File: src/rtl/uart_pkg.sv
// Shared definitions for the UART transmit arbiter.
//   state_t                - arbiter FSM state encoding
//   BYTE_W                 - width of a transmitted byte
//   DEFAULT_TIMEOUT_CYCLES - default lock-release timeout (1 ms at 50 MHz)
package uart_pkg;

  localparam int unsigned BYTE_W = 8;

  localparam logic [15:0] DEFAULT_TIMEOUT_CYCLES = 16'd50000;

  typedef enum logic [1:0] {
    ST_IDLE  = 2'd0,
    ST_START = 2'd1,
    ST_HOLD  = 2'd2,
    ST_WAIT  = 2'd3
  } state_t;

endpackage

File: src/rtl/uart_tx_arbiter.sv
// Two-requester arbiter in front of a shared UART transmitter.
// One byte is granted per FSM pass (IDLE -> START -> HOLD -> WAIT).
// Ties between the requesters are broken round-robin. A byte with last=0
// locks the transmitter to its requester until that requester sends last=1.
//
// Ports:
//   clock                  system clock, rising edge
//   rst                    synchronous active-high reset
//   reqN_valid/data/last   requester N byte offer (N = 0, 1)
//   reqN_ready             one-cycle accept strobe to requester N
//   cts_n                  host clear-to-send, active low
//   tx_busy                transmitter is shifting
//   tx_start, tx_data      start strobe and byte to the transmitter
//   owner                  requester of the current or last byte
//   locked                 packet lock held by owner
//   timeout                one-cycle pulse when the lock is released by timeout
//
// Build option: define UART_TX_ARBITER_TIMEOUT_EN to release a stale lock
// after TIMEOUT_CYCLES idle cycles without a byte from the owner. Without it
// the lock is held indefinitely and timeout is tied low.
module uart_tx_arbiter
  import uart_pkg::*;
#(
  parameter logic [15:0] TIMEOUT_CYCLES = DEFAULT_TIMEOUT_CYCLES
) (
  input  logic              clock,
  input  logic              rst,
  input  logic              req0_valid,
  input  logic [BYTE_W-1:0] req0_data,
  input  logic              req0_last,
  output logic              req0_ready,
  input  logic              req1_valid,
  input  logic [BYTE_W-1:0] req1_data,
  input  logic              req1_last,
  output logic              req1_ready,
  input  logic              cts_n,
  input  logic              tx_busy,
  output logic              tx_start,
  output logic [BYTE_W-1:0] tx_data,
  output logic              owner,
  output logic              locked,
  output logic              timeout
);

  state_t            state_q, state_d;
  logic [BYTE_W-1:0] tx_data_q, tx_data_d;
  logic              owner_q, owner_d;
  logic              rr_last_q, rr_last_d;
  logic              locked_q, locked_d;

  logic              owner_valid;
  logic              grant_any;
  logic              grant_sel;
  logic              timeout_hit;

  assign owner_valid = owner_q ? req1_valid : req0_valid;

`ifdef UART_TX_ARBITER_TIMEOUT_EN
  logic [15:0] tmo_cnt_q, tmo_cnt_d;
  logic        tmo_count_en;

  assign tmo_count_en = (state_q == ST_IDLE) && locked_q && !owner_valid;
  assign timeout_hit  = tmo_count_en && (tmo_cnt_q == TIMEOUT_CYCLES - 16'd1);

  always_comb begin
    tmo_cnt_d = tmo_cnt_q + 16'd1;
    if (!tmo_count_en || timeout_hit) tmo_cnt_d = '0;
  end

  always_ff @(posedge clock) begin
    if (rst) tmo_cnt_q <= '0;
    else     tmo_cnt_q <= tmo_cnt_d;
  end
`else
  logic [15:0] unused_timeout_cfg;
  assign unused_timeout_cfg = TIMEOUT_CYCLES;
  assign timeout_hit        = 1'b0;
`endif

  always_comb begin
    state_d    = state_q;
    tx_data_d  = tx_data_q;
    owner_d    = owner_q;
    rr_last_d  = rr_last_q;
    locked_d   = locked_q;
    req0_ready = 1'b0;
    req1_ready = 1'b0;
    tx_start   = 1'b0;
    grant_any  = 1'b0;
    grant_sel  = 1'b0;

    case (state_q)
      ST_IDLE: begin
        if (!tx_busy && !cts_n) begin
          if (locked_q) begin
            // Only the lock owner may continue its packet.
            grant_any = owner_valid;
            grant_sel = owner_q;
          end else if (req0_valid && req1_valid) begin
            grant_any = 1'b1;
            grant_sel = ~rr_last_q;
          end else if (req0_valid || req1_valid) begin
            grant_any = 1'b1;
            grant_sel = req1_valid;
          end
        end

        if (grant_any) begin
          req0_ready = ~grant_sel;
          req1_ready = grant_sel;
          tx_data_d  = grant_sel ? req1_data : req0_data;
          owner_d    = grant_sel;
          rr_last_d  = grant_sel;
          locked_d   = ~(grant_sel ? req1_last : req0_last);
          state_d    = ST_START;
        end

        // A timeout only fires while the owner is silent, so it can never
        // coincide with a grant in the same cycle.
        if (timeout_hit) locked_d = 1'b0;
      end
      ST_START: begin
        tx_start = 1'b1;
        state_d  = ST_HOLD;
      end
      // Gives the transmitter a cycle to raise tx_busy after the start strobe.
      ST_HOLD: state_d = ST_WAIT;
      ST_WAIT: if (!tx_busy) state_d = ST_IDLE;
      default: state_d = ST_IDLE;
    endcase
  end

  always_ff @(posedge clock) begin
    if (rst) begin
      state_q   <= ST_IDLE;
      tx_data_q <= '0;
      owner_q   <= 1'b0;
      rr_last_q <= 1'b1;
      locked_q  <= 1'b0;
    end else begin
      state_q   <= state_d;
      tx_data_q <= tx_data_d;
      owner_q   <= owner_d;
      rr_last_q <= rr_last_d;
      locked_q  <= locked_d;
    end
  end

  assign tx_data = tx_data_q;
  assign owner   = owner_q;
  assign locked  = locked_q;
  assign timeout = timeout_hit;

endmodule

File: config.mk
export PLATFORM = sky130hd
export DESIGN_NAME = uart_tx_arbiter
export DESIGN_NICKNAME = d
export VERILOG_FILES = /design/src/rtl/uart_pkg.sv /design/src/rtl/uart_tx_arbiter.sv
export SDC_FILE = /design/constraint.sdc
export NUM_CORES = 1
export LEC_CHECK = 0
export BUFFER_PORTS_ARGS = -buffer_cell sky130_fd_sc_hd__buf_2
export CAP_MARGIN = 20
export CORE_UTILIZATION = 25
export DETAILED_ROUTE_END_ITERATION = 8
export HOLD_SLACK_MARGIN = 0.05
export REMOVE_ABC_BUFFERS = 1
export SLEW_MARGIN = 20
export SYNTH_ARGS = -nofsm -noshare
export SYNTH_HDL_FRONTEND = slang
export SYNTH_SLANG_ARGS = --single-unit
File: constraint.sdc
create_clock -name clock -period 2.75 [get_ports clock]
set_clock_uncertainty 0.15 [all_clocks]
set_input_delay 0.275 -clock clock [delete_from_list [all_inputs] [get_ports clock]]
set_output_delay 0.275 -clock clock [all_outputs]
set_load 0.1 [all_outputs]
Word level (Yosys, flattened, before mapping). Cells that the tools add are included.

Output and inout port bits: 14. Bits in registers: 13. Word-level logic and storage cells: 42.

Reduce and logical (&&, ||, !) cells: 8. Bitwise gates (word level): 3. Eq/ne operators: 5. Muxes and demuxes: 21.

Operators by type and width (count): 1-bit two-way mux (17); 8-bit two-way mux (1); 2-bit one-hot mux with 4 select lines (1); 2-bit == test, second input constant (2); 2-bit two-way mux (2); 2-bit != test, second input constant (2); 2-bit AND reduction (2); 1-bit inverter (3); 2-bit by 1-bit == test with 1-bit output, second input constant (1); 1-bit logical AND (2); 1-bit zero test (2); 2-bit zero test (1); 1-bit logical OR (1).

Depth between registers and ports, before layout. Gate-level depths: netlist (run 1).

Depth in word-level cells: 9. Gate-level depth with buffers: 7. Mapped depth without buffers: 5.

Worst setup path before layout (run 1). No wires, ideal clock.

Path type: register -> output. Start: reg locked_q, in the netlist locked. End: out req0_ready. Data required time: 2.325 ns. Setup slack: -0.748 ns. Path buffers: 1. Stages on the path, launching flop included: 5. Arrival: 3.073 ns. Cells stage by stage: dfxtp_1 nor2b_1 a22o_2 clkbuf_1 a21oi_1.

Longest elaborated chain between the ends: 6. Elaborated cells between the ends (all ways): 9.

Ends and longest elaborated chain: from (decl) (line uart_tx_arbiter.sv:49) `logic locked_q, locked_d;`; from (signal assigned) (line uart_tx_arbiter.sv:145) `locked_q <= locked_d;`; 1-bit two-way mux (line uart_tx_arbiter.sv:95) `if (locked_q) begin`; 1-bit two-way mux (line uart_tx_arbiter.sv:94) `if (!tx_busy && !cts_n) begin`; 1-bit two-way mux (line uart_tx_arbiter.sv:92) `case (state_q)`; 1-bit inverter (line uart_tx_arbiter.sv:109) `req0_ready = ~grant_sel;`; 1-bit two-way mux (*) (line uart_tx_arbiter.sv:108) `if (grant_any) begin`; 1-bit two-way mux (*) (line uart_tx_arbiter.sv:92); to (decl) (line uart_tx_arbiter.sv:31) `output logic req0_ready,`.

Every way passes the cells marked *; elsewhere a longest branch is shown, timed or not. The select of a mux whose other input is x is not followed.

Worst setup path after layout (run 1).
Start: reg owner_q, in the netlist owner. End: out req1_ready.

Longest elaborated chain between the ends: 6. Elaborated cells between the ends (all ways): 9.

Ends and longest elaborated chain: from (decl) (line uart_tx_arbiter.sv:47) `logic owner_q, owner_d;`; from (signal assigned) (line uart_tx_arbiter.sv:143) `owner_q <= owner_d;`; 1-bit two-way mux (line uart_tx_arbiter.sv:56) `assign owner_valid = owner_q ? req1_valid : req0_valid;`; 1-bit two-way mux (line uart_tx_arbiter.sv:95); 1-bit two-way mux (line uart_tx_arbiter.sv:94); 1-bit two-way mux (line uart_tx_arbiter.sv:92); 1-bit two-way mux (*) (line uart_tx_arbiter.sv:108); 1-bit two-way mux (*) (line uart_tx_arbiter.sv:92); to (decl) (line uart_tx_arbiter.sv:35) `output logic req1_ready,`.

Marked as above.

==> results by group, run 1 <==
Global route
  • Overall routing resource usage: 13.7%
  • Total grt overflow: 0
  • Global-route wire length before repair: 3520 um
  • Initial antenna violation count: 0
  • Vias in the first global route: 804
  • Largest net degree at the start of global routing: 19

Job
  • Max-cap violations: 0

Setup path
  • Critical Path RT: 2.33 ns
  • CP max FO: 18
  • Worst setup SP type: flip-flop
  • Crit. End Element: output port
  • Worst Path Arrival: 1.89 ns
  • Crit path kind: flip-flop to output port

Logic synthesis
  • Number of distinct library cells after synthesis: 29
  • Share of the synthesized area in the top cell type: 31.8%
  • Ranking of synthesized cells by area: dfxtp_1 (32%), a311oi_2 (15%), ha_1 (7.6%)
  • Cells after Synth: 92
  • Yosys reg bits: 13
  • Mean post-synth cell area: 8.89 sq um
  • Post-synth top cells: dfxtp_1 (13), nand3_1 (10), nor2_1 (10)
  • Synth warn: 0
  • Area leader, netlist: dfxtp_1
  • Predominant post-synthesis flop cell: dfxtp_1
  • Register area share after synthesis: 31.8%
  • Post-synth EDFFs: 0
  • Post-synth ARST share: 0%
  • Post-Syn Area: 818 sq um
  • Top-count cell post-synth: dfxtp_1

STA
  • Post-route setup TNS: 0 ns
  • Slew Viols, Final: 0
  • Fmax: 0.432 GHz
  • Final Cycle Share: 84.3%
  • Worst slew pin tran: 0.622 ns
  • RSZ-0062 raised after global routing: no
  • Final setup viols: 0
  • Hold Vio Cnt, Final: 0
  • Slew headroom: 58.5%
  • Crit path time final: 2.32 ns
  • Hold slack: 0.145 ns

Clocking
  • Post_cts resized: 0
  • Max clock buf depth: 2
  • Clock sinks: 13
  • Clock root buffer: clkbuf_4
  • CTS tree: built
  • Hold-fix buffers, CTS: 0
  • H-Tree Depth: 1
  • CTS buffer count: 3
  • Setup bufs post-CTS: 0
  • Reg clk slew, reported paths: 0.08 ns
  • Skew-Pair Late Insertion Delay: 0.28 ns

Placement
  • Post-DP HPWL: 1640 um
  • RePlAce Congestion: 0.734
  • # port buffers: 36
  • Post-Place Cells: 167

Power and ir drop
  • Max IR drop VDD: 198 uV
  • Leakage: 0.455 nW
  • Design Power: 0.866 mW
  • Pwr/cell area: 821 nW/um^2

Worst hold path
  • Hold WC Path Type: primary input to flip-flop

Floorplan
  • Total I/O pin count: 38
  • Die width: 59.2 um
  • DIE AREA: 3510 sq um
  • Starting density of the core: 26.6%
  • Die Y: 59.2 um
  • Core area: 3080 sq um
  • Row count: 20

Route
  • Remaining DRCs: 0
  • 1st-pass router iterations: 4
  • WL final: 2160 um
  • Detail Route Antenna Nets: 0
  • Wire per inst: 12.6 um
  • Via count: 820
  • DRT iter0 DRCs: 38
  • Routed vias/inst: 4.80

Outcome
  • Outcome: finished, final reports clean

Cells and area
  • Final std cells w/o fill: 171
  • Layout Utilization: 34.3%
  • # fillers: 339
  • Antenna cells: 0
  • Layout cells sized above 1: 43.3%
  • Syn-to-layout area delta: 28.9%
  • Final-stage net count: 157
per-layer routing:
| layer | track usage [%] | vias up | share of wire (%) |
|---|---|---|---|
| met5 | 0 | - | 0 |
| li1 | - | 405 | - |
| met2 | 23.0 | 34 | 46 |
| met3 | 5.02 | 5 | 6.2 |
| met1 | 16.3 | 376 | 46 |
| met4 | 4.08 | 0 | 1.3 |
through the flow:
step | area, sq um | setup WS (ns)
6_report | 1050 | 0.433
5_1_grt | 1050 | 0.301
4_1_cts | 1050 | 0.426
3_5_place_dp | 1030 | 0.642
3_3_place_gp | 1030 | 0.643
2_1_floorplan | 763 | -0.667
path summary, 6_finish.rpt:
path / from / end / slack, ns / depth (start not counted)
min: req1_data[0] / tx_data[0]$_SDFFE_PP0P_ / 0.14 / 3
max: owner$_SDFFE_PP0P_ / req1_ready / 0.43 / 6
min reg2reg: rr_last_q$_SDFFE_PP1P_ / rr_last_q$_SDFFE_PP1P_ / 0.35 / 2
max reg2reg: locked$_SDFFE_PP0P_ / tx_data[7]$_SDFFE_PP0P_ / 1.03 / 4
layout make-up:
type / instances / area (sq um) / share of cell area (%)
multi-input combinational: 68 / 488 / 46.3
sequential: 13 / 260 / 24.7
timing repair buffer: 38 / 210 / 19.9
tap: 44 / 55.1 / 5.22
clock buffer: 4 / 26.3 / 2.49
inverter: 4 / 15.0 / 1.42
worst max-delay path, stage by stage (launching register included):
cell,delay (ns)
dfxtp_1,0.43
mux2_4,0.34
o2111a_1,0.23
buf_4,0.21
nand3_1,0.15
inv_1,0.09
buf_12,0.17
flip-flops by register name, summed over array words and instances (netlist names):
name and count:
locked 1, tx_data 8, state_q 2, rr_last_q 1, owner 1
logic make-up after synthesis:
family | Yosys count | share of synthesized area, %
AO/OA/AOI/OAI | 29 | 31.5
adder cells (fa/ha/maj) | 5 | 7.65
buffers and inverters | 11 | 8.56
flip-flops | 13 | 31.8
multiplexers | 1 | 1.83
other | 1 | 0.458
AND/OR/NAND/NOR | 32 | 18.2
layout by cell type (no fill, tap or decap), drive strengths merged:
cell     synthesis  final
a311oi           8      8
inv              4      4
nor2b            2      2
nor2            11     11
o21ai            9      9
nand2            4      4
o21a             1      1
a21oi            4      4
clkbuf           2      4
a22o             1      1
nor3             3      3
a31o             1      1
dfxtp           13     13
nand3           10     10
o2111a           1      1
o2111ai          1      1
ha               5      5
a22oi            1      1
o211a            1      1
buf              5     38
or2              2      2
o41ai            1      1
mux2             1      1
conb             1      1
power breakdown:
part           switching [mW]  internal, mW  total [mW]
clock network          0.0669        0.0564       0.123
registers              0.0253         0.225       0.251
logic                   0.375         0.117       0.492
total                   0.467         0.399       0.866
Power figures use the tool's default switching activity.
==> run 2, diff against run 1 <==
clock period = 2.15 ns   (was 2.75 ns; I/O delays follow)
==> run 2 against run 1 <==
Effect of this change:
- design area up 3.4%
- clock power up 30%
- count of clock-buffer cells in the layout unchanged
- non-clock buffer count up 2
- worst setup slack worse by 0.35 ns
- power up 31%
- critical path depth down 1
- combinational power up 33%
- cell count up 1.2%
- global-route usage down 0.48 points
- sequential share of layout area down 0.82 points
- worst hold slack worse by 0.066 ns
- critical path type unchanged
- largest power group unchanged
==> results by group, run 2 (synthesis results as in run 1) <==
Cells and area
  • Most common cell after layout, fill and taps aside: buf_2
  • Most frequent cells in the layout: buf_2 (34), dfxtp_1 (13), nor2_1 (10), nand3_1 (10), o21ai_0 (9)
  • Layout cells sized above 1: 45.0%
  • Max reg flops: 8
  • Final-stage net count: 159
  • Syn-to-layout area delta: 33.3%
  • Antenna cells: 0

Setup path
  • Family with the most delay on the worst path: flip-flops
  • CP Capture Point: req1_ready
  • Crit. End Element: output port
  • Highest cell delay on the worst timing path: 0.44 ns
  • Crit path kind: flip-flop to output port
  • Setup slack, reg-to-reg: 0.42 ns
  • Crit path from: owner$_SDFFE_PP0P_
  • WP depth: 5
  • Worst setup SP type: flip-flop
  • Critical-path cell list: mux2_4, o2111a_1, nand3_1, inv_1, buf_12
  • CP max FO: 5
  • R2R cell count: 6
  • Worst Path Arrival: 1.70 ns
  • Worst reg2reg startpoint: state_q[1]$_SDFFE_PP0P_
  • CP max stage cell: dfxtp_1
  • Buf/Inv on CP: 2
  • Critical Path RT: 1.78 ns
  • RR Endpoint: tx_data[0]$_SDFFE_PP0P_

Floorplan
  • Die width: 59.2 um
  • Die Y: 59.2 um
  • Core area: 3080 sq um
  • Row count: 20
  • Starting density of the core: 26.6%
  • Total I/O pin count: 38
  • DIE AREA: 3510 sq um

Clocking
  • Max clock buf depth: 2
  • Clock root buffer: clkbuf_4
  • Reg clk slew, reported paths: 0.09 ns
  • CTS tree: built
  • Clock sinks: 13
  • Setup bufs post-CTS: 0
  • H-Tree Depth: 1
  • Skew-Pair Late Insertion Delay: 0.28 ns
  • CTS buffer count: 3
  • Hold-fix buffers, CTS: 0

Route
  • Via count: 822
  • Remaining DRCs: 0
  • Routed vias/inst: 4.75
  • Wire per inst: 12.4 um
  • 1st-pass router iterations: 4
  • DRT iter0 DRCs: 36
  • Detail Route Antenna Nets: 0
  • WL final: 2140 um

STA
  • Final critical-path setup slack: 0.0836 ns
  • Slew Viols, Final: 0
  • Hold Vio Cnt, Final: 0
  • Final Cycle Share: 96.1%
  • Crit path time final: 2.07 ns
  • RSZ-0062 raised after global routing: no
  • Fmax: 0.484 GHz
  • Final setup viols: 0

Global route
  • Overall routing resource usage: 13.2%
  • Global-route wire length before repair: 3440 um
  • Vias in the first global route: 809
  • Largest net degree at the start of global routing: 18
  • Total grt overflow: 0
  • Initial antenna violation count: 0

Placement
  • Setup slack at placement: 0.428 ns
  • RePlAce Congestion: 0.740
  • # port buffers: 36
  • Post-DP HPWL: 1660 um

Worst hold path
  • Hold WC Path Type: primary input to flip-flop

Power and ir drop
  • Leakage: 0.468 nW
  • Max IR drop VDD: 249 uV
  • Design Power: 1.13 mW
  • Pwr/cell area: 1040 nW/um^2

Job
  • Max-cap violations: 0

Outcome
  • Outcome: finished, final reports clean
==> run 2: cell count changes in the layout (fill, tap and decap cells not counted) <==
cell	before	now
buf_4	2	4
buf_12	1	2
buf_2	35	34
o2111ai_1	1	0
o2111ai_2	0	1
==> run 2: routing by layer <==
layer,track usage (%),vias to the layer above,share of wire (%)
met3,3.49,2,7.1
met5,0,-,0
met4,6.46,0,0.51
li1,-,410,-
met1,14.5,376,43
met2,23.4,34,49
==> run 2: cell type report <==
| type | count | area [sq um] |
|---|---|---|
| clock buffers | 4 | 26.3 |
| fillers | 346 | 1990 |
| inverters | 4 | 15.0 |
| multi-input cells | 68 | 494 |
| flip-flops and latches | 13 | 260 |
| well taps | 44 | 55.1 |
| repair buffers | 40 | 240 |
==> run 2: how the worst min path moves through the flow <==
stage	endpoint	start	slack, ns	cells past startpoint
2_1_floorplan	tx_data[0]$_SDFFE_PP0P_	rst	0.13	1
3_5_place_dp	rr_last_q$_SDFFE_PP1P_	rr_last_q$_SDFFE_PP1P_	0.31	2
6_report	tx_data[2]$_SDFFE_PP0P_	req1_data[2]	0.08	3
3_3_place_gp	rr_last_q$_SDFFE_PP1P_	rr_last_q$_SDFFE_PP1P_	0.31	2
5_1_grt	tx_data[2]$_SDFFE_PP0P_	req1_data[2]	0.07	3
4_1_cts	tx_data[2]$_SDFFE_PP0P_	req1_data[2]	0.07	3
==> run 2: what timing repair did <==
action / CTS / global route
resized for setup: 0 / 1
setup endpoints to repair: 0 / 1
endpoints found under the hold margin: 0 / 0
==> run 2: per-stage QoR <==
stage	area [sq um]	util [%]	instances	setup TNS [ns]	hold slack, ns
3_5_place_dp	1060	34.4	169	0	0.310
3_3_place_gp	1060	34.4	169	0	0.314
2_1_floorplan	763	-	85	-5.31	0.133
5_1_grt	1090	35.4	173	0	0.0693
6_report	1090	35.4	173	0	0.0784
4_1_cts	1080	35.2	173	0	0.0680
==> run 2: power breakdown <==
group / switching, mW / internal, mW / leakage, nW
combinational: 0.486 / 0.166 / 0.347
clock: 0.0881 / 0.0719 / 0.0150
sequential: 0.0322 / 0.288 / 0.106
total: 0.606 / 0.527 / 0.468
==> run 2: worst min-delay path, delay by kind of cell <==
family | cells | cell delay, ns
simple gates | 1 | 0.07
compound gates | 1 | 0.09
buf+inv | 1 | 0.10
==> run 3, diff against run 2 <==
CORE_ASPECT_RATIO = 0.8   (was default)
PLACE_DENSITY = 0.57   (was default)
==> run 3 against run 2 <==
Effect of this change:
- count of clock-buffer cells in the layout did not move
- worst setup slack improved by 0.077 ns
- global-route usage rose by 0.62 points
- routed wire length rose by 1.2%
- flip-flop and latch count did not move
- clock power rose by 39%
- critical path depth is the same
- fmax grew 3.9%
- power rose by 4.5%
- combinational power down 2%
- largest cell class unchanged
==> results by group, run 3 (synthesis results as in run 1) <==
Floorplan
  • DIE AREA: 3510 sq um
  • Die Y: 53.2 um
  • Total I/O pin count: 38
  • Die width: 66.0 um
  • Starting density of the core: 26.3%
  • Core area: 3110 sq um
  • Row count: 18

Cells and area
  • Sequential cell area: 260 sq um
  • # fillers: 337
  • Final std cells w/o fill: 168
  • Most common cell after layout, fill and taps aside: buf_2
  • Layout cells sized above 1: 43.8%
  • Most frequent cells in the layout: buf_2 (34), dfxtp_1 (13), nor2_1 (10), nand3_1 (10), o21ai_0 (9)
  • Design area: 1090 sq um
  • Area of the multi-input gates: 488 sq um
  • Antenna cells: 0
  • Max reg flops: 8
  • Syn-to-layout area delta: 33.3%
  • Final-stage net count: 158

Worst hold path
  • Worst hold path depth: 3
  • Startpoint of the worst hold path: req0_last
  • Hold WC Path Type: primary input to flip-flop

Route
  • 1st-pass router iterations: 4
  • Wire per inst: 12.9 um
  • DRT iter0 DRCs: 14
  • Detail Route Antenna Nets: 0
  • Remaining DRCs: 0
  • Via count: 827
  • WL final: 2170 um
  • Routed vias/inst: 4.92

STA
  • Post-route setup TNS: 0 ns
  • Slew headroom: 49.0%
  • RSZ-0062 raised after global routing: no
  • Fmax: 0.503 GHz
  • Final Cycle Share: 92.5%
  • Hold Vio Cnt, Final: 0
  • Crit path time final: 1.99 ns
  • Worst slew pin tran: 0.766 ns
  • Slew Viols, Final: 0
  • Final setup viols: 0
  • Final critical-path setup slack: 0.160 ns

Clocking
  • Skew-Pair Late Insertion Delay: 0.24 ns
  • Setup bufs post-CTS: 0
  • Clock sinks: 13
  • Reg clk slew, reported paths: 0.06 ns
  • Hold-fix buffers, CTS: 0
  • Max clock buf depth: 2
  • CTS tree: built
  • Post_cts resized: 0
  • CTS buffer count: 3
  • H-Tree Depth: 1
  • Clock root buffer: clkbuf_8

Setup path
  • CP max FO: 5
  • Critical Path RT: 1.78 ns
  • Setup slack, reg-to-reg: 0.36 ns
  • Worst Path Arrival: 1.62 ns
  • Worst setup SP type: flip-flop
  • CP Capture Point: req1_ready
  • Crit. End Element: output port
  • Crit path kind: flip-flop to output port
  • Crit path from: owner$_SDFFE_PP0P_
  • RR Endpoint: tx_data[6]$_SDFFE_PP0P_
  • R2R cell count: 4
  • Worst reg2reg startpoint: locked$_SDFFE_PP0P_

Power and ir drop
  • Pwr/cell area: 1090 nW/um^2
  • Leakage: 0.471 nW
  • Design Power: 1.18 mW
  • Max IR drop VDD: 263 uV

Placement
  • Post-DP HPWL: 1640 um
  • # port buffers: 36
  • RePlAce Congestion: 0.700
  • Post-Place Cells: 164
  • Area after DPL: 1050 sq um
  • Setup slack at placement: 0.364 ns

Job
  • Max-cap violations: 0

Global route
  • Vias in the first global route: 823
  • Initial antenna violation count: 0
  • Overall routing resource usage: 13.9%
  • Total grt overflow: 0
  • Largest net degree at the start of global routing: 18
  • Global-route wire length before repair: 3510 um

Outcome
  • Outcome: finished, final reports clean
[run 3: changes by cell type in the layout (fill, tap and decap cells not counted)]
cell,before,now
buf_4,4,3
o2111ai_2,1,0
o2111ai_1,0,1
clkbuf_8,0,3
clkbuf_4,3,0
[run 3: worst min path at each step]
stage / end
floorplan: tx_data[0]$_SDFFE_PP0P_
global placement: rr_last_q$_SDFFE_PP1P_
detailed placement: rr_last_q$_SDFFE_PP1P_
CTS: locked$_SDFFE_PP0P_
global route: tx_data[5]$_SDFFE_PP0P_
finish: locked$_SDFFE_PP0P_
[run 3: metal layers]
layer	GRT usage, %	wire (um)	vias up
met2	24.1	1000	30
met5	0	0	-
met4	7.80	46	0
met3	4.09	147	4
li1	-	-	411
met1	15.1	968	382
[run 3: area by class of cell]
| type | count | share of cell area (%) |
|---|---|---|
| Multi-Input combinational cell | 68 | 44.7 |
| Sequential cell | 13 | 23.9 |
| Timing Repair Buffer | 39 | 21.3 |
| Tap cell | 40 | 4.59 |
| Clock buffer | 4 | 4.13 |
| Inverter | 4 | 1.38 |
[run 3: stage by stage]
stage	hold slack, ns	util, %
6_report	0.123	35.1
5_1_grt	0.135	35.1
4_1_cts	0.124	35.1
3_5_place_dp	0.330	33.7
3_3_place_gp	0.303	33.7
2_1_floorplan	0.133	-
[run 3: critical path, cell delays in order (launching register included)]
cell      delay, ns
dfxtp_1        0.41
mux2_4         0.33
o2111a_1       0.24
nand3_1        0.13
inv_1          0.09
buf_12         0.17
[run 3: power by group]
group	switching [mW]	internal, mW
logic	0.480	0.162
clock network	0.0907	0.131
registers	0.0316	0.289
total	0.602	0.582
